$ cat src/rtl/fsm_pkg.sv
// rtl/fsm_pkg.sv - shared state encoding and timing defaults for the button debouncer
package fsm_pkg;

  // bit0 marks the level side the state belongs to or is heading towards
  typedef enum logic [1:0] {
    IDLE_LO = 2'b00,
    WAIT_HI = 2'b01,
    WAIT_LO = 2'b10,
    IDLE_HI = 2'b11
  } state_t;

  // 20 ms at 50 MHz
  localparam int unsigned DEFAULT_STABLE_CYCLES = 1_000_000;

endpackage

$ cat src/rtl/sync_2ff.sv
// rtl/sync_2ff.sv - two-flop synchroniser for asynchronous single-bit inputs
module sync_2ff (
  input  logic clk,
  input  logic rst_n,
  input  logic d,
  output logic q
);

  logic sync1;

  // no logic between the two stages so the first flop has a full cycle to settle
  always_ff @(posedge clk) begin
    if (!rst_n) begin
      sync1 <= 1'b0;
      q     <= 1'b0;
    end else begin
      sync1 <= d;
      q     <= sync1;
    end
  end

endmodule

$ cat src/rtl/button_debouncer.sv
// rtl/button_debouncer.sv - push-button synchroniser, polarity fix and stability-counter debounce FSM
// Optional abort counter output enabled by DEBOUNCER_BOUNCE_CNT_EN.
module button_debouncer
  import fsm_pkg::*;
#(
  parameter int unsigned STABLE_CYCLES  = DEFAULT_STABLE_CYCLES,
  parameter int unsigned CNT_WIDTH      = 20,
  parameter bit          BTN_ACTIVE_LOW = 1'b1
) (
  input  logic       clk,
  input  logic       rst_n,
  input  logic       btn_in,
  output logic       level,
  output logic       busy
`ifdef DEBOUNCER_BOUNCE_CNT_EN
  ,
  output logic [7:0] bounce_cnt
`endif
);

  localparam logic [CNT_WIDTH-1:0] CNT_LAST = CNT_WIDTH'(STABLE_CYCLES - 1);

  logic                 p;
  logic                 s;
  state_t               state, state_nxt;
  logic [CNT_WIDTH-1:0] cnt, cnt_nxt;
  logic                 level_nxt;
  logic                 busy_nxt;

  assign p = btn_in ^ BTN_ACTIVE_LOW;

  sync_2ff u_sync (
    .clk   (clk),
    .rst_n (rst_n),
    .d     (p),
    .q     (s)
  );

  always_ff @(posedge clk) begin
    if (!rst_n) begin
      state <= IDLE_LO;
      cnt   <= '0;
      level <= 1'b0;
      busy  <= 1'b0;
    end else begin
      state <= state_nxt;
      cnt   <= cnt_nxt;
      level <= level_nxt;
      busy  <= busy_nxt;
    end
  end

  always_comb begin
    state_nxt = state;
    cnt_nxt   = cnt;
    level_nxt = level;
    case (state)
      IDLE_LO: begin
        if (s) begin
          state_nxt = WAIT_HI;
          cnt_nxt   = '0;
        end
      end
      WAIT_HI: begin
        if (!s) begin
          state_nxt = IDLE_LO;
          cnt_nxt   = '0;
        end else if (cnt == CNT_LAST) begin
          state_nxt = IDLE_HI;
          level_nxt = 1'b1;
          cnt_nxt   = '0;
        end else begin
          cnt_nxt = cnt + CNT_WIDTH'(1);
        end
      end
      IDLE_HI: begin
        if (!s) begin
          state_nxt = WAIT_LO;
          cnt_nxt   = '0;
        end
      end
      WAIT_LO: begin
        if (s) begin
          state_nxt = IDLE_HI;
          cnt_nxt   = '0;
        end else if (cnt == CNT_LAST) begin
          state_nxt = IDLE_LO;
          level_nxt = 1'b0;
          cnt_nxt   = '0;
        end else begin
          cnt_nxt = cnt + CNT_WIDTH'(1);
        end
      end
      default: begin
        state_nxt = IDLE_LO;
        cnt_nxt   = '0;
      end
    endcase
    busy_nxt = (state_nxt == WAIT_HI) || (state_nxt == WAIT_LO);
  end

`ifdef DEBOUNCER_BOUNCE_CNT_EN
  logic abort;

  // an opposite sample while qualifying sends the FSM back to the idle state it came from
  assign abort = ((state == WAIT_HI) && !s) || ((state == WAIT_LO) && s);

  always_ff @(posedge clk) begin
    if (!rst_n) begin
      bounce_cnt <= 8'd0;
    end else if (abort && (bounce_cnt != 8'hFF)) begin
      bounce_cnt <= bounce_cnt + 8'd1;
    end
  end
`endif

endmodule
$ cat config.mk
export PLATFORM = sky130hd
export DESIGN_NAME = button_debouncer
export DESIGN_NICKNAME = d
export VERILOG_FILES = /design/src/rtl/fsm_pkg.sv /design/src/rtl/sync_2ff.sv /design/src/rtl/button_debouncer.sv
export SDC_FILE = /design/constraint.sdc
export NUM_CORES = 1
export LEC_CHECK = 0
export CAP_MARGIN = 10
export CORE_ASPECT_RATIO = 0.6
export CORE_MARGIN = 8
export CORE_UTILIZATION = 55
export DETAILED_ROUTE_END_ITERATION = 6
export GPL_TIMING_DRIVEN = 0
export PLACE_DENSITY = 0.7
export SETUP_SLACK_MARGIN = 0.5
export SKIP_LAST_GASP = 1
export SYNTH_ARGS = -nofsm -noshare
export SYNTH_HDL_FRONTEND = slang
export SYNTH_SLANG_ARGS = --single-unit
export TNS_END_PERCENT = 50
$ cat constraint.sdc
create_clock -name clk -period 2.9 [get_ports clk]
set_input_delay 0.29 -clock clk [delete_from_list [all_inputs] [get_ports clk]]
set_output_delay 0.29 -clock clk [all_outputs]
set_load 0.05 [all_outputs]
==> results.md, run 1 <==
- The flow ran to the end, and the final reports show no timing, DRC or antenna violations.
- The DRC marker count from the first detailed-route iteration is 73.
- Leaving out fill and tap cells, the most frequent cell in the layout is sky130_fd_sc_hd__nor2_1.
- In this run, post-CTS hold repair placed 0 buffers.
- The first global-routing pass estimated 4690 um of wire.
- In this run the power density over the cells is 457 nW/um^2.
- The CTS tree is built.
- The remaining max-slew budget at the tightest pin is 67.2%.
- The maximum net fanout on the critical path is 9.
- The number of placed I/O pins is 5.
- The worst setup path is launched from a flip-flop.
- The setup-violating endpoint count in the final report is 0.
- Of the total power, registers draw 50.8%.
- In the global route stage, overall resource usage came out at 13.9%.
- The post-placement setup slack is 0.428 ns.
- The die covers 4420 sq um.
- The count of nets left with antenna violations once routing finished came out at 0.
- The largest net degree at the start of global routing is 16.
- After legalization and detailed placement, the total HPWL measured 2040 um.
- The final hold violation count is 0.
- The biggest area contributor in the post-synthesis netlist is sky130_fd_sc_hd__dfxtp_1.
- The worst hold path belongs to the class flip-flop to flip-flop.
- Buffers placed on the I/O ports in this run total 4.
- Of the synthesized area, sequential elements account for 37.7%.
- Final hold analysis gives a worst-case slack of 0.459 ns.
- The count of vias placed by the detailed router is 1102.
- The worst setup path is captured at a flip-flop.
- The worst setup path is of the flip-flop to flip-flop kind.
- Max-cap violations in this run came to 0.
- The count of pins over their slew limit is 0.
- The number of rows created at floorplan is 14.
- CTS built an H-tree with a depth of 1.
- The share of total power in combinational logic is 7.0%.
- The floorplan step set the die width to 80.7 um.
- For this run, global-route usage on met1 was measured as 18.2%.
- The wire length per cell after detailed routing is 14.2 um.
- The fraction of layout cells with a size suffix above 1 is 12.1%.
- The largest buffer count on any clock path is 2.
- The post-route clock skew is 0.00399 ns.
- The placed instances occupy a cell area of 1460 sq um.
- The repair_antennas step left the layout with diodes totalling 0.
- The worst-case IR drop observed on VDD is 0.000351 V.
- For the worst setup path, the data arrival time is 2.46 ns.
- The clock sink count is 26.
- The initial core utilization is 56.3%.
- The net count reported at finish is 175.
- The top cell types in the final layout, fill and taps aside, are sky130_fd_sc_hd__nor2_1 (28), sky130_fd_sc_hd__dfxtp_1 (25), sky130_fd_sc_hd__nand3_1 (12), sky130_fd_sc_hd__xor2_1 (12), sky130_fd_sc_hd__nand2_1 (10).
- For this run, global-route usage on met3 was measured as 3.93%.
- The CTS buffer count is 3.
- Global routing consumed, on the met2 layer, 22.3% of the routing resources.
- The number of nets handed over by synthesis was 164.
- The number of global-route vias before repair came to 1012.
- The worst-skew pair later-pin latency is 0.27 ns.
- In this run, distinct cell masters in the synthesized netlist total 35.
- The final routed DRC violation total is 0.
- After detailed routing, the total wire length is 2800 um.
- The signed area change from the synthesized netlist to the final layout is 13.1%.
- The total negative slack is 0 ns.
- In this run the cell area of the synthesized design comes to 1380 sq um.
- The number of cells in the design after placement is 191.
- Once layout is complete, the utilization of the core stands at 63.7%.
- For the worst setup path, the data required time is 3.08 ns.
- After global routing the overflow that remains totals 0.
- The total internal power is 0.564 mW.
- Routability-driven placement finished with a final weighted congestion of 0.829.
- Summing internal, switching and leakage power gives 0.715 mW.
- The proportion of power drawn by the clock network is 42.1%.
- For this design the total switching power over the nets is 0.151 mW.
- met2 is the most crowded layer.
- The initial antenna violation count is 0.
- The worst path meets setup with 0.613 ns of slack.
- The cell sitting at the root of the clock tree is a sky130_fd_sc_hd__clkbuf_8.
- The first TritonRoute pass finished after 4 iterations.
- The filler-free cell count of the finished design is 197.
- A synthesized cell averages 8.91 sq um.
- For this run, the top clock speed supported by timing is 0.437 GHz.
- The routed design could run at a clock period as short as 2.29 ns.
- The total of warnings raised by yosys is 0.
- The area of all placed cells without fillers is 1560 sq um.
- In this run, synthesis produced a sequential element count of 26.
- Net switching is 21.1% of the power.
- Dividing the detail-routed via count by the number of cells gives 5.59.
- Setup repair after global routing left no endpoint under its margin.
- By area the synthesized netlist is led by sky130_fd_sc_hd__dfxtp_1 (38%), sky130_fd_sc_hd__nor2_1 (8.2%), sky130_fd_sc_hd__xor2_1 (7.6%).
- Clock-pin slew was measured on the worst setup and hold paths at 0.09 ns.
- For the pin with the worst max-slew slack, the measured transition is 0.491 ns.
- The leakage power figure is 0.595 nW.
- The height of the chip is 54.8 um.
- The placeable core region is 2450 sq um.
- Synthesis produced 155 cells.
- The synthesized design devotes to its leading area cell type 37.7% of total area.
- The filler cells instantiated in the layout total 217.
- The share of the clock period used by the worst path after layout is 78.8%.
[metal layers]
metal  share of wire [%]  routed length [um]
met5                   0                   0
met1                  51                1420
met3                 5.1                 143
met2                  43                1210
met4                0.93                  26
[synth_stat cells (all sizes together)]
library cell	count
nor2	30
dfxtp	26
nand3	13
xor2	12
nand2	10
ha	6
xnor2	6
inv	5
and2	4
mux2i	4
nand4	4
nor3	4
o21ai	4
a21oi	3
and3	3
o21a	3
mux2	2
or4	2
a211o	1
a211oi	1
a221oi	1
a22oi	1
buf	1
clkbuf	1
nand2b	1
nor2b	1
nor4	1
nor4b	1
nor4bb	1
o211a	1
o32ai	1
or4bb	1
[cells by family after synthesis]
family / Yosys count / synth area share (%)
buf+inv: 7 / 2.45
compound gates: 16 / 9.15
flops: 26 / 37.7
xor+xnor: 18 / 11.4
fa+ha+maj: 6 / 5.43
simple gates: 76 / 29.3
mux: 6 / 4.53
[area by class of cell]
| cell class | count | area [sq um] | share of cell area (%) |
|---|---|---|---|
| Clock buffer | 3 | 41.3 | 2.64 |
| Multi-Input combinational cell | 122 | 841 | 53.8 |
| Tap cell | 32 | 40.0 | 2.56 |
| Buffer | 2 | 15.0 | 0.961 |
| Sequential cell | 26 | 522 | 33.4 |
| Clock inverter | 1 | 30.0 | 1.92 |
| Timing Repair Buffer | 6 | 55.1 | 3.52 |
| Inverter | 5 | 18.8 | 1.20 |
[state kept, by name (all words and copies together), names as in the netlist]
signal        cells
busy              1
cnt              20
level             1
state             2
u_sync.q          1
u_sync.sync1      1
[timing repair]
| action | CTS | global route |
|---|---|---|
| gates resized for setup | 2 | 3 |
| pin swaps | 0 | 2 |
| buffers inserted | 0 | 2 |
| endpoints found under the setup margin | 4 | 12 |
[worst max-delay path: stages (launching register included)]
cell and delay (ns):
sky130_fd_sc_hd__dfxtp_1 0.43, sky130_fd_sc_hd__inv_1 0.12, sky130_fd_sc_hd__ha_1 0.21, sky130_fd_sc_hd__mux2_2 0.37
sky130_fd_sc_hd__or4_4 0.59, sky130_fd_sc_hd__nor2_4 0.15, sky130_fd_sc_hd__nand4_1 0.12, sky130_fd_sc_hd__xor2_1 0.15
sky130_fd_sc_hd__nor2_1 0.05
[power groups by stage]
stage / combinational [mW] / clock, mW / sequential (mW)
2_1_floorplan: 0.0295 / 0 / 0.376
3_3_place_gp: 0.0484 / 0 / 0.371
3_5_place_dp: 0.0499 / 0 / 0.371
4_1_cts: 0.0501 / 0.305 / 0.363
5_1_grt: 0.0550 / 0.321 / 0.364
6_report: 0.0503 / 0.301 / 0.363
[worst paths after layout]
kind	start	end	slack [ns]	cells after the start
min reg2reg	u_sync.sync1$_SDFF_PN0_	u_sync.q$_SDFF_PN0_	0.46	1
max	state[1]$_SDFF_PN0_	cnt[15]$_SDFFE_PN0P_	0.61	8
min	u_sync.sync1$_SDFF_PN0_	u_sync.q$_SDFF_PN0_	0.46	1
max reg2reg	state[1]$_SDFF_PN0_	cnt[15]$_SDFFE_PN0P_	0.61	8
No activity file was read; power rests on OpenSTA's default activity.
==> run 2, diff against run 1 <==
CORE_UTILIZATION = 53   (was 55)
clock period = 1.9 ns   (was 2.9 ns; I/O delays follow)
==> results.md, run 2 (synthesis gave the netlist of run 1 again) <==
- The fraction of met3 tracks used by global routing came to 3.55% (was 3.93%).
- The total number of H-tree levels is 1 (unchanged).
- The met2 demand-to-capacity share in global routing is 21.1% (was 22.3%).
- The net switching power figure came to 0.245 mW (was 0.151 mW).
- The global placer's final weighted congestion came to 0.836 (was 0.829).
- The instance area at placement is 1510 sq um (was 1460 sq um).
- The checks that failed: negative setup slack.
- The most common cell after layout, fill and taps aside was sky130_fd_sc_hd__nor2_1 (unchanged).
- The die span in x is 81.9 um (was 80.7 um).
- The number of global-route vias before repair is 1148 (was 1012).
- The wire length per cell after detailed routing is 16.8 um (was 14.2 um).
- The met1 routing resource usage after global routing is 20.8% (was 18.2%).
- The placed wire-length estimate was 2040 um (about the same).
- The height of the chip is 55.5 um (was 54.8 um).
- The register with the highest flop count is cnt (unchanged).
- The count of pins over their slew limit is 0 (unchanged).
- The routed via count divided by cell count is 5.75 (was 5.59).
- The final routed DRC violation total is 0 (unchanged).
- The count of vias placed by the detailed router is 1237 (was 1102).
- The remaining max-slew budget at the tightest pin is 66.5% (was 67.2%).
- The fraction of layout cells with a size suffix above 1 was 33.9% (was 12.1%).
- The path category of the worst min-delay check is input port to flip-flop (was flip-flop to flip-flop).
- The gate family responsible for the most delay along the worst path is simple AND/OR/NAND/NOR gates (unchanged).
- The total negative slack is -4.07 ns (was 0 ns).
- The area of all placed cells without fillers is 1870 sq um (was 1560 sq um).
- The post-route clock skew came to 0.00336 ns (was 0.00399 ns).
- The count of filler cells inserted in the layout is 161 (was 217).
- The number of rows created at floorplan is 14 (unchanged).
- The number of buffers added on ports is 4 (unchanged).
- The leakage power figure came to 0.703 nW (was 0.595 nW).
- The utilization after layout is 75.0% (was 63.7%).
- The final wirelength is 3610 um (was 2800 um).
- The clock sink count is 26 (unchanged).
- The initial core utilization is 55.5% (was 56.3%).
- The data required time at the worst endpoint was 2.06 ns (was 3.08 ns).
- The power per cell area is 609 nW/um^2 (was 457 nW/um^2).
- Status: finished, violations left (was complete, no violations).
- The cell with the largest stage delay on the worst path is sky130_fd_sc_hd__or4_4 (unchanged).
- The final global-route overflow total came to 0 (unchanged).
- The remaining antenna violation count after routing was 0 (unchanged).
- Unrepaired setup endpoints after global routing: yes (was no).
- The switching power as a share of total power is 21.6% (was 21.1%).
- The signed area change from the synthesized netlist to the final layout is 35.1% (was 13.1%).
- The largest net degree at the start of global routing is 16 (unchanged).
- The clock-pin slew on the worst setup and hold paths is 0.09 ns (about the same).
- The flip-flop count of the largest register, all copies and words added was 20 (unchanged).
- The maximum operating frequency was 0.466 GHz (was 0.437 GHz).
- The all-layer global routing usage was 14.5% (was 13.9%).
- The kind of critical path was flip-flop to flip-flop (unchanged).
- The category of the worst setup path launch point is a flip-flop (unchanged).
- The total internal power is 0.890 mW (was 0.564 mW).
- The setup-violating endpoint count in the final report was 22 (was 0).
- The maximum cell stage delay along the critical path is 0.52 ns (was 0.59 ns).
- The reported max-cap violation count is 0 (unchanged).
- The filler-free cell count of the finished design was 215 (was 197).
- The setup slack after layout was -0.245 ns (was 0.613 ns).
- The number of detailed-route iterations in the first pass is 4 (unchanged).
- The worst-skew pair later-pin latency is 0.27 ns (about the same).
- The shortest clock period the worst path allows after layout is 2.15 ns (was 2.29 ns).
- The maximum ir drop on the vdd rail is 0.000558 V (was 0.000351 V).
- The number of cells in the design after placement came to 191 (unchanged).
- The arrival time of the worst setup path is 2.31 ns (was 2.46 ns).
- The largest buffer count on any clock path is 2 (unchanged).
- Critical path cell sequence: or4_4 > nor4b_4 > buf_4 > nand3_4 > a221oi_4 > xnor2_1 > nor2_1 (was inv_1 > ha_1 > mux2_2 > or4_4 > nor2_4 > nand4_1 > xor2_1 > nor2_1).
- The sequential group share of total power is 48.5% (was 50.8%).
- The DRC marker count from the first detailed-route iteration came to 99 (was 73).
- The CTS tree is built (unchanged).
- The final hold violation count came to 0 (unchanged).
- The placeable core region came to 2490 sq um (was 2450 sq um).
- The combined buffer and inverter count along the critical path is 1 (unchanged).
- Registers with the most flip-flops: cnt: 20 flops, state: 2 flops (unchanged).
- The maximum net fanout on the critical path came to 3 (was 9).
- The proportion of power drawn by the clock network is 40.1% (was 42.1%).
- The endpoint type of the worst setup path was a flip-flop (unchanged).
- Leading cell types in the layout, fill and taps excluded: sky130_fd_sc_hd__nor2_1 (22), sky130_fd_sc_hd__dfxtp_1 (20), sky130_fd_sc_hd__buf_4 (16) (was sky130_fd_sc_hd__nor2_1 (28), sky130_fd_sc_hd__dfxtp_1 (25), sky130_fd_sc_hd__nand3_1 (12), sky130_fd_sc_hd__xor2_1 (12), sky130_fd_sc_hd__nand2_1 (10)).
- The number of buffers inserted for hold repair after clock tree synthesis was 0 (unchanged).
- The global-route wire length before repair is 5290 um (was 4690 um).
- The slew at the pin closest to its max-slew limit is 0.502 ns (was 0.491 ns).
- The initial antenna violation count is 0 (unchanged).
- The cell at the root of the clock tree is sky130_fd_sc_hd__clkbuf_8 (unchanged).
- The overall die area is 4550 sq um (was 4420 sq um).
- The number of placed I/O pins was 5 (unchanged).
- The share of the clock period used by the worst path after layout is 113% (was 78.8%).
- The routing layer with the top usage in global route is met2 (unchanged).
- The number of inserted diodes is 0 (unchanged).
- The share of total power in combinational logic is 11.4% (was 7.0%).
- The CTS buffer count is 3 (unchanged).
- The post-placement setup slack is -0.306 ns (was 0.428 ns).
- The net count reported at finish is 193 (was 175).
run 2: changes by cell type in the layout (fill, tap and decap cells not counted), sizes merged:
cell / change
buf: +18
run 2: worst paths after layout:
check | startpoint | endpoint | slack, ns | depth (start not counted)
setup / recovery | cnt[7]$_SDFFE_PN0P_ | busy$_SDFF_PN0_ | -0.25 | 7
hold / removal | btn_in | u_sync.sync1$_SDFF_PN0_ | 0.44 | 2
setup reg to reg | cnt[7]$_SDFFE_PN0P_ | busy$_SDFF_PN0_ | -0.25 | 7
hold reg to reg | u_sync.sync1$_SDFF_PN0_ | u_sync.q$_SDFF_PN0_ | 0.46 | 1
run 2: through the flow:
step,hold WS (ns),power (mW)
finish,0.444,1.14
global route,0.465,1.17
CTS,0.435,1.11
detailed placement,0.437,0.647
global placement,0.419,0.645
floorplan,0.262,0.623
run 2: power groups by stage:
stage	clock, mW	sequential (mW)	combinational [mW]
6_report	0.456	0.550	0.129
5_1_grt	0.479	0.551	0.137
2_1_floorplan	0	0.575	0.0482
4_1_cts	0.462	0.551	0.0989
3_5_place_dp	0	0.568	0.0792
3_3_place_gp	0	0.567	0.0780
run 2: timing repair:
action	4_1_cts	5_1_grt
setup buffers	15	4
cloned	0	1
pin swaps	11	9
resized for setup	10	23
setup endpoints to repair	26	26
run 2: layout make-up:
| cell class | count | area (sq um) | share of cell area (%) |
|---|---|---|---|
| clock buffers | 3 | 41.3 | 2.21 |
| multi-input cells | 122 | 958 | 51.4 |
| plain buffers | 2 | 18.8 | 1.01 |
| well taps | 32 | 40.0 | 2.15 |
| repair buffers | 24 | 218 | 11.7 |
| clock inverters | 1 | 30.0 | 1.61 |
| inverters | 5 | 21.3 | 1.14 |
| flip-flops and latches | 26 | 538 | 28.8 |
run 2: metal layers:
| layer | wire (um) | part of all wire (%) |
|---|---|---|
| met5 | 0 | 0 |
| met4 | 47 | 1.3 |
| met3 | 179 | 5.0 |
| met2 | 1640 | 45 |
| met1 | 1740 | 48 |
